File: src/rtl/freq_gen_multi.sv
// rtl/freq_gen_multi.sv - multi-channel PWM/tick generator with shadowed per-channel config
// Optional build macro: FREQ_GEN_MULTI_SYNC_EN adds sync_in to realign all enabled channels.
module freq_gen_multi #(
    parameter int NUM_CH     = 4,
    parameter int CNT_W      = 16,
    parameter int DEF_PERIOD = 10,
    parameter int DEF_HIGH   = 5,
    localparam int CH_W      = (NUM_CH > 1) ? $clog2(NUM_CH) : 1
) (
    input  logic              clk,
    input  logic              reset_n,
`ifdef FREQ_GEN_MULTI_SYNC_EN
    input  logic              sync_in,
`endif
    input  logic [NUM_CH-1:0] en,
    input  logic              cfg_valid,
    output logic              cfg_ready,
    input  logic [CH_W-1:0]   cfg_ch,
    input  logic [CNT_W-1:0]  cfg_period,
    input  logic [CNT_W-1:0]  cfg_high,
    output logic [NUM_CH-1:0] pending,
    output logic [NUM_CH-1:0] q,
    output logic [NUM_CH-1:0] tick
);

    logic [CNT_W-1:0]  cnt_q     [NUM_CH];
    logic [CNT_W-1:0]  cnt_d     [NUM_CH];
    logic [CNT_W-1:0]  per_q     [NUM_CH];
    logic [CNT_W-1:0]  per_d     [NUM_CH];
    logic [CNT_W-1:0]  high_q    [NUM_CH];
    logic [CNT_W-1:0]  high_d    [NUM_CH];
    logic [CNT_W-1:0]  sh_per_q  [NUM_CH];
    logic [CNT_W-1:0]  sh_per_d  [NUM_CH];
    logic [CNT_W-1:0]  sh_high_q [NUM_CH];
    logic [CNT_W-1:0]  sh_high_d [NUM_CH];
    logic [NUM_CH-1:0] pending_q, pending_d;
    logic [NUM_CH-1:0] run_q, run_d;
    logic [NUM_CH-1:0] q_q, q_d;
    logic [NUM_CH-1:0] tick_q, tick_d;

    logic              sync_c;
    logic              wr;
    logic [CNT_W-1:0]  wr_period;

`ifdef FREQ_GEN_MULTI_SYNC_EN
    assign sync_c = sync_in;
`else
    assign sync_c = 1'b0;
`endif

    always_comb begin
        cfg_ready = 1'b0;
        if (int'(cfg_ch) < NUM_CH) begin
            cfg_ready = !pending_q[cfg_ch];
        end
    end

    assign wr        = cfg_valid && cfg_ready;
    assign wr_period = (cfg_period < CNT_W'(2)) ? CNT_W'(2) : cfg_period;

    always_comb begin
        logic wrap_c;
        logic apply_c;
        cnt_d     = cnt_q;
        per_d     = per_q;
        high_d    = high_q;
        sh_per_d  = sh_per_q;
        sh_high_d = sh_high_q;
        pending_d = pending_q;
        run_d     = en;
        q_d       = '0;
        tick_d    = '0;
        wrap_c    = 1'b0;
        apply_c   = 1'b0;
        for (int i = 0; i < NUM_CH; i++) begin
            // run_q gates the wrap so the first enabled cycle always starts at cnt=0
            wrap_c  = run_q[i] && (cnt_q[i] == per_q[i] - CNT_W'(1));
            apply_c = pending_q[i] && (!en[i] || wrap_c || sync_c);
            if (apply_c) begin
                per_d[i]     = sh_per_q[i];
                high_d[i]    = sh_high_q[i];
                pending_d[i] = 1'b0;
            end
            if (!en[i] || !run_q[i] || wrap_c || sync_c) begin
                cnt_d[i] = '0;
            end else begin
                cnt_d[i] = cnt_q[i] + CNT_W'(1);
            end
            q_d[i]    = en[i] && (cnt_d[i] < high_d[i]);
            tick_d[i] = en[i] && (cnt_d[i] == per_d[i] - CNT_W'(1));
            // ready is low while pending, so a write never collides with an apply
            if (wr && (cfg_ch == CH_W'(i))) begin
                sh_per_d[i]  = wr_period;
                sh_high_d[i] = cfg_high;
                pending_d[i] = 1'b1;
            end
        end
    end

    always_ff @(posedge clk) begin
        if (reset_n) begin
            for (int i = 0; i < NUM_CH; i++) begin
                cnt_q[i]     <= '0;
                per_q[i]     <= CNT_W'(DEF_PERIOD);
                high_q[i]    <= CNT_W'(DEF_HIGH);
                sh_per_q[i]  <= CNT_W'(DEF_PERIOD);
                sh_high_q[i] <= CNT_W'(DEF_HIGH);
            end
            pending_q <= '0;
            run_q     <= '0;
            q_q       <= '0;
            tick_q    <= '0;
        end else begin
            cnt_q     <= cnt_d;
            per_q     <= per_d;
            high_q    <= high_d;
            sh_per_q  <= sh_per_d;
            sh_high_q <= sh_high_d;
            pending_q <= pending_d;
            run_q     <= run_d;
            q_q       <= q_d;
            tick_q    <= tick_d;
        end
    end

    assign pending = pending_q;
    assign q       = q_q;
    assign tick    = tick_q;

endmodule

File: config.mk
export PLATFORM = sky130hd
export DESIGN_NAME = freq_gen_multi
export DESIGN_NICKNAME = d
export VERILOG_FILES = /design/src/rtl/freq_gen_multi.sv
export SDC_FILE = /design/constraint.sdc
export NUM_CORES = 1
export LEC_CHECK = 0
export CORE_MARGIN = 2
export CORE_UTILIZATION = 44
export DETAILED_ROUTE_END_ITERATION = 12
export GPL_ROUTABILITY_DRIVEN = 0
export GPL_TIMING_DRIVEN = 0
export SLEW_MARGIN = 5
export SYNTH_ARGS = -nofsm -noshare
export SYNTH_HDL_FRONTEND = slang
export SYNTH_SLANG_ARGS = --single-unit
export TNS_END_PERCENT = 10
File: constraint.sdc
create_clock -name clk -period 4.4 [get_ports clk]
set_input_delay 0.88 -clock clk [delete_from_list [all_inputs] [get_ports clk]]
set_output_delay 0.88 -clock clk [all_outputs]
set_load 0.02 [all_outputs]
==> results.sh, run 1 <==
export IMPL_status="finished, violations left"
export IMPL_violations="setup timing"
export IMPL_cp_start_kind="flop"
export IMPL_synthSimpleGateAreaFrac=0.255
export IMPL_cts_path_max_buffers=3
export IMPL_cpPeakStageDelay_ns=0.49
export IMPL_hp_class="flop to flop"
export IMPL_synth_adder_area_share=0.0473
export IMPL_path_depth=19
export IMPL_via_per_inst=5.75
export IMPL_grt_overflow=0
export IMPL_grt_setup_unrepaired="yes"
export IMPL_grt_max_degree=20
export IMPL_met3_usage=0.0526
export IMPL_synth_top_family_by_area="simple AND/OR/NAND/NOR gates"
export IMPL_clkTransAtPathRegs_ns=0.06
export IMPL_yosysWarnings=0
export IMPL_vias=17800
export IMPL_critPathBufInv=5
export IMPL_grt_util_all_layers=0.280
export IMPL_cp_slowest_cell="or4_4"
export IMPL_core_area_sq_um=42900
export IMPL_port_buffers=53
export IMPL_cts_tree="done"
export IMPL_critPathMaxFanout=7
export IMPL_fmax_ghz=0.211
export IMPL_worstSetupPathType="flop to flop"
export IMPL_reg2reg_depth=19
export IMPL_vdd_ir_drop_worst_uv=288
export IMPL_synth_top_cell_area_share=0.353
export IMPL_first_pass_iters=6
export IMPL_crit_family="simple AND/OR/NAND/NOR gates"
export IMPL_end_kind="flop"
export IMPL_synth_xor_xnor_area_share=0.105
export IMPL_synthArstFlopShare=0
export IMPL_cts_made_buffers=40
export IMPL_yosys_area_top_type="dfxtp_1"
export IMPL_num_rows=76
export IMPL_met1_usage=0.378
export IMPL_timing_final_crit_share=1.08
export IMPL_final_util=0.533
export IMPL_cts_root_buffer="clkbuf_16"
export IMPL_nNetsFinal=2599
export IMPL_ys_flop_type="dfxtp_1"
export IMPL_synth_mux_area_frac=0.0772
export IMPL_totalWireLength_mm=63.3
export IMPL_crit_arrival_ns=5.19
export IMPL_hold_path_depth=2
export IMPL_hold_violations=0
export IMPL_timing_rr_start="per_q[11]$_SDFF_PP0_"
export IMPL_die_h_um=212
export IMPL_drc_errors=0
export IMPL_required_ns=4.85
export IMPL_die_w_um=212
export IMPL_leakagePower_nw=9.04
export IMPL_synth_avg_cell_area_sq_um=8.11
export IMPL_seq_area_frac_synth=0.353
export IMPL_finClkSkew_ns=0.0148
export IMPL_netlist_top_cells_area="dfxtp_1 (35%), mux2i_1 (7.0%), nand2_1 (6.9%)"
export IMPL_syn2layout_area_growth_pct=20.1
export IMPL_tightest_slew_ns=1.13
export IMPL_slew_headroom=0.244
export IMPL_grt_pass1_vias=17100
export IMPL_syn_num_nets=2459
export IMPL_max_cap_viol_count=0
export IMPL_power_density_nw_per_um2=318
export IMPL_post_dp_hpwl_mm=47.4
export IMPL_drt_initial_drc_count=1600
export IMPL_post_drt_wl_per_cell_um=20.4
export IMPL_startpoint="per_q[11]$_SDFF_PP0_"
export IMPL_maxSlewViolCount=0
export IMPL_die_area_sq_um=44900
export IMPL_timing_final_crit_period_ns=4.74
export IMPL_synth_area_sq_um=19000
export IMPL_io_pins=54
export IMPL_synth_compound_area_share=0.121
export IMPL_busiest_layer="met2"
export IMPL_initial_utilization=0.444
export IMPL_antenna_found_initial=1
export IMPL_ant_nets=0
export IMPL_path_cells="or4_4 -> or4_4 -> o41a_1 -> a2111oi_4 -> buf_4 -> a31o_4 -> buf_8 -> buf_12 -> buf_8 -> nor2_1 -> a21oi_2 -> ha_4 -> inv_6 -> xnor2_1 -> xnor2_1 -> nor3_1 -> and4_1 -> nand4_1 -> a2111oi_4"
export IMPL_clock_sinks=336
export IMPL_fin_ws_ns=-0.340
export IMPL_synth_edf_count=0
export IMPL_clock_latency_ns=0.57
export IMPL_postCtsHoldBufs=0
export IMPL_p_total_mw=7.27
export IMPL_htree_levels=2
export IMPL_setup_viol=8
export IMPL_synth_distinct_cells=85
export IMPL_min_delay_start="sh_high_q[57]$_SDFFE_PP0P_"
export IMPL_synth_common_cells="nand2_1 (349), dfxtp_1 (336), nor2_1 (253), a21oi_1 (169), mux2i_1 (133)"
export IMPL_grt_use_met2=0.451
export IMPL_syn_inst=2346
export IMPL_drive_above_1_share=0.111
export IMPL_ys_seq_elements=336
export IMPL_yosysMostFrequentCell="nand2_1"
export IMPL_grt_first_pass_wirelength_mm=96.9
-- metrics by stage --
stage	hold slack, ns	cell area, sq um	TNS (ns)	setup slack [ns]	std cells
after floorplan	0.434	19100	-0.340	-0.102	2346
after global placement	0.443	20400	-9.56	-1.58	2984
after detailed placement	0.447	20400	-10.74	-1.58	2984
after CTS	0.454	22500	-1.68	-0.352	3087
after global routing	0.470	22900	-2.86	-0.440	3101
final	0.456	22900	-1.24	-0.340	3102
-- power breakdown --
part	switching [mW]	internal, mW	total, mW
sequential	0.0530	3.10	3.15
clock	1.38	2.20	3.58
combinational	0.346	0.193	0.539
total	1.78	5.49	7.27
-- layout make-up --
class                           count  area [sq um]
Inverter                           50           193
Fill cell                        4018         20000
Timing Repair Buffer              106           940
Clock inverter                     18           243
Sequential cell                   336          6740
Multi-Input combinational cell   1818         12100
Tap cell                          585           732
Buffer                            134           796
Antenna cell                        1          2.50
Clock buffer                       54          1160
-- flip-flops by register name, summed over array words and instances (netlist names) --
| register | cells |
|---|---|
| tick | 4 |
| q | 4 |
| run_q | 4 |
| high_q | 64 |
| per_q | 64 |
| sh_per_q | 64 |
| pending | 4 |
| sh_high_q | 64 |
| cnt_q | 64 |
-- final timing paths --
| path | slack [ns] | to |
|---|---|---|
| worst max-delay path | -0.34 | tick[3]$_SDFF_PP0_ |
| worst min-delay path | 0.46 | sh_high_q[57]$_SDFFE_PP0P_ |
| worst max register to register | -0.34 | tick[3]$_SDFF_PP0_ |
| worst min register to register | 0.46 | sh_high_q[57]$_SDFFE_PP0P_ |
-- per-layer routing --
| layer | vias to the layer above | part of all wire |
|---|---|---|
| met5 | - | 0 |
| met4 | 0 | 0.027 |
| met3 | 117 | 0.080 |
| met2 | 708 | 0.45 |
| met1 | 8571 | 0.44 |
| li1 | 8438 | - |
-- layout by cell type (no fill, tap or decap), types with 8 or more instances in the layout --
master | synthesis | final
mux2i_1 | 133 | 120
o21ai_0 | 40 | 37
dfxtp_1 | 336 | 329
a211oi_1 | 10 | 10
nand3b_1 | 24 | 24
clkbuf_8 | 0 | 11
nor2b_1 | 24 | 22
nand3_1 | 48 | 48
o211ai_1 | 14 | 14
nand2b_1 | 35 | 35
buf_4 | 5 | 59
or2_2 | 9 | 9
clkdlybuf4s50_1 | 0 | 53
nor3b_1 | 8 | 8
and2_1 | 11 | 11
ha_1 | 72 | 66
a31oi_1 | 17 | 17
nand2_1 | 349 | 348
a21o_1 | 18 | 17
clkinv_2 | 0 | 11
xnor2_1 | 127 | 127
clkbuf_16 | 0 | 44
nand4_1 | 38 | 38
or3_1 | 24 | 24
xor2_1 | 93 | 93
nor2_1 | 253 | 250
inv_1 | 50 | 47
mux2_2 | 11 | 11
nor4_1 | 25 | 19
and3_1 | 21 | 21
a21oi_1 | 169 | 163
clkbuf_1 | 112 | 99
nor3_1 | 102 | 95
buf_6 | 2 | 9
a211o_1 | 11 | 11
-- tightest hold or removal path: stages, from the launching register on --
cell and delay, ns:
dfxtp_1 0.31, nand2_1 0.05, a21oi_1 0.05
-- cells by family (layout without fill, tap and decap cells) --
family | after synthesis | count (layout)
simple gates | 1018 | 1018
compound gates | 360 | 360
flops | 336 | 336
xor+xnor | 223 | 223
buf+inv | 192 | 362
mux | 145 | 145
fa+ha+maj | 72 | 72
other cells | 0 | 1
-- repair_timing --
item	4_1_cts	5_1_grt
setup endpoints to repair	25	8
pin swaps	30	20
resized for setup	119	57
setup buffers	36	17
Power figures use the tool's default switching activity.
==> inputs of run 2 (changes only) <==
Settings changed: ABC_CLOCK_PERIOD_IN_PS set to 4400, CORE_UTILIZATION 44 to 57, PLACE_DENSITY set to 0.78.
==> results.sh, run 2 (synthesized netlist as in run 1, its figures left out) <==
export IMPL_grt_max_degree=20
export IMPL_cp_start_kind="flop"
export IMPL_final_common_cell="nand2_1"
export IMPL_leakagePower_nw=9.22
export IMPL_multi_input_area_sq_um=12100
export IMPL_nNetsFinal=2636
export IMPL_wl_met1_mm=24.3
export IMPL_die_h_um=187
export IMPL_timing_final_crit_share=1.05
export IMPL_io_pins=54
export IMPL_power_density_nw_per_um2=309
export IMPL_seqCellArea_sq_um=6740
export IMPL_clock_sinks=336
export IMPL_hp_class="flop to flop"
export IMPL_final_area_sq_um=23000
export IMPL_syn2layout_area_growth_pct=20.9
export IMPL_port_buffers=53
export IMPL_setup_viol=8
export IMPL_drc_errors=0
export IMPL_grt_overflow=0
export IMPL_violations="setup timing"
export IMPL_first_pass_iters=8
export IMPL_fmax_ghz=0.215
export IMPL_post_dp_hpwl_mm=44.5
export IMPL_core_area_sq_um=32700
export IMPL_tightest_slew_ns=1.15
export IMPL_grt_pass1_vias=18100
export IMPL_timing_final_crit_period_ns=4.64
export IMPL_final_util=0.704
export IMPL_ant_nets=0
export IMPL_n_fill_cell=2491
export IMPL_fin_ws_ns=-0.242
export IMPL_placed_cell_area_sq_um=20200
export IMPL_drive_above_1_share=0.128
export IMPL_final_cell_mix="nand2_1 (348), dfxtp_1 (326), nor2_1 (249), a21oi_1 (163), xnor2_1 (126)"
export IMPL_path_cells="or4_4 -> or4_4 -> o41a_1 -> a2111oi_4 -> buf_4 -> a31oi_4 -> buf_6 -> mux2i_4 -> ha_2 -> clkinv_4 -> a221oi_4 -> buf_4 -> o221a_2 -> o211ai_1 -> and4_1 -> nand4_1 -> a2111oi_4"
export IMPL_clock_latency_ns=0.54
export IMPL_clkTransAtPathRegs_ns=0.06
export IMPL_status="finished, violations left"
export IMPL_grt_util_all_layers=0.347
export IMPL_finalSetupTns_ns=-0.744
export IMPL_max_cap_viol_count=0
export IMPL_slew_headroom=0.231
export IMPL_drt_initial_drc_count=2337
export IMPL_whs_ns=0.461
export IMPL_via_per_inst=6.36
export IMPL_required_ns=4.83
export IMPL_vias=19000
export IMPL_cp_slowest_cell="or4_4"
export IMPL_grt_first_pass_wirelength_mm=97.0
export IMPL_num_rows=66
export IMPL_antenna_cells=0
export IMPL_worstSetupPathType="flop to flop"
export IMPL_vdd_ir_drop_worst_uv=291
export IMPL_highest_layer="met5"
export IMPL_antenna_found_initial=2
export IMPL_post_drt_wl_per_cell_um=21.3
export IMPL_met3_length_mm=7.47
export IMPL_grt_setup_unrepaired="yes"
export IMPL_cpPeakStageDelay_ns=0.51
export IMPL_totalWireLength_mm=63.9
export IMPL_critPathMaxFanout=5
export IMPL_cts_root_buffer="clkbuf_16"
export IMPL_wl_met2_mm=28.5
export IMPL_htree_levels=2
export IMPL_hold_violations=0
export IMPL_end_kind="flop"
export IMPL_final_cells=2993
export IMPL_die_area_sq_um=34900
export IMPL_crit_arrival_ns=5.07
export IMPL_maxSlewViolCount=0
export IMPL_cts_tree="done"
export IMPL_finClkSkew_ns=0.0172
export IMPL_dp_cells=2841
export IMPL_cts_made_buffers=38
export IMPL_cts_path_max_buffers=3
export IMPL_postCtsHoldBufs=0
export IMPL_die_w_um=187
export IMPL_initial_utilization=0.582
## run 2: changes by cell type in the layout (fill, tap and decap cells not counted), sizes merged
| cell | previous run | this run |
|---|---|---|
| bufinv | 6 | 4 |
| diode | 1 | 0 |
| inv | 50 | 49 |
| clkinvlp | 1 | 5 |
| clkbuf | 158 | 161 |
| clkinv | 11 | 7 |
| buf | 83 | 118 |
## run 2: final timing paths
| check | startpoint | end | slack (ns) | cells past startpoint |
|---|---|---|---|---|
| setup / recovery | per_q[10]$_SDFF_PP0_ | tick[3]$_SDFF_PP0_ | -0.24 | 17 |
| setup reg to reg | per_q[10]$_SDFF_PP0_ | tick[3]$_SDFF_PP0_ | -0.24 | 17 |
| hold reg to reg | sh_high_q[15]$_SDFFE_PP0P_ | sh_high_q[15]$_SDFFE_PP0P_ | 0.46 | 2 |
| hold / removal | sh_high_q[15]$_SDFFE_PP0P_ | sh_high_q[15]$_SDFFE_PP0P_ | 0.46 | 2 |
## run 2: final cells by class
class	instances	area share
multi-input cells	1818	0.526
well taps	442	0.0240
clock inverters	15	0.00848
inverters	50	0.00837
flip-flops and latches	336	0.293
repair buffers	143	0.0535
clock buffers	53	0.0500
plain buffers	136	0.0364
## run 2: metrics by stage
stage,total power [mW],setup slack [ns]
final,7.11,-0.242
after global routing,7.26,-0.344
after CTS,7.06,-0.241
after detailed placement,3.68,-1.47
after global placement,3.67,-1.41
after floorplan,3.47,-0.102
## run 2: power by group
part           total (mW)  switching, mW  internal [mW]
logic               0.557          0.356          0.200
registers            3.15         0.0542           3.09
clock network        3.40           1.34           2.07
## run 2: what timing repair did
action                     4_1_cts  5_1_grt
pin swaps                       37       30
resized for setup              124       81
cloned                           0        1
setup endpoints to repair       18        8
setup buffers                   56       33
## run 2: layer usage
layer / vias to the layer above / global-route usage
met5: - / 0
met3: 316 / 0.0824
met1: 8924 / 0.439
li1: 8501 / -
met2: 1293 / 0.558
met4: 2 / 0.166
## run 2: worst max-delay path: cells and delay by family (launching register included)
kind	cells	cell delay [ns]
AOI/OAI and AO/OA	7	1.67
and+or+nand+nor	4	1.40
buffers and inverters	4	0.66
DFF	1	0.35
adders and majority gates	1	0.23
muxes	1	0.21
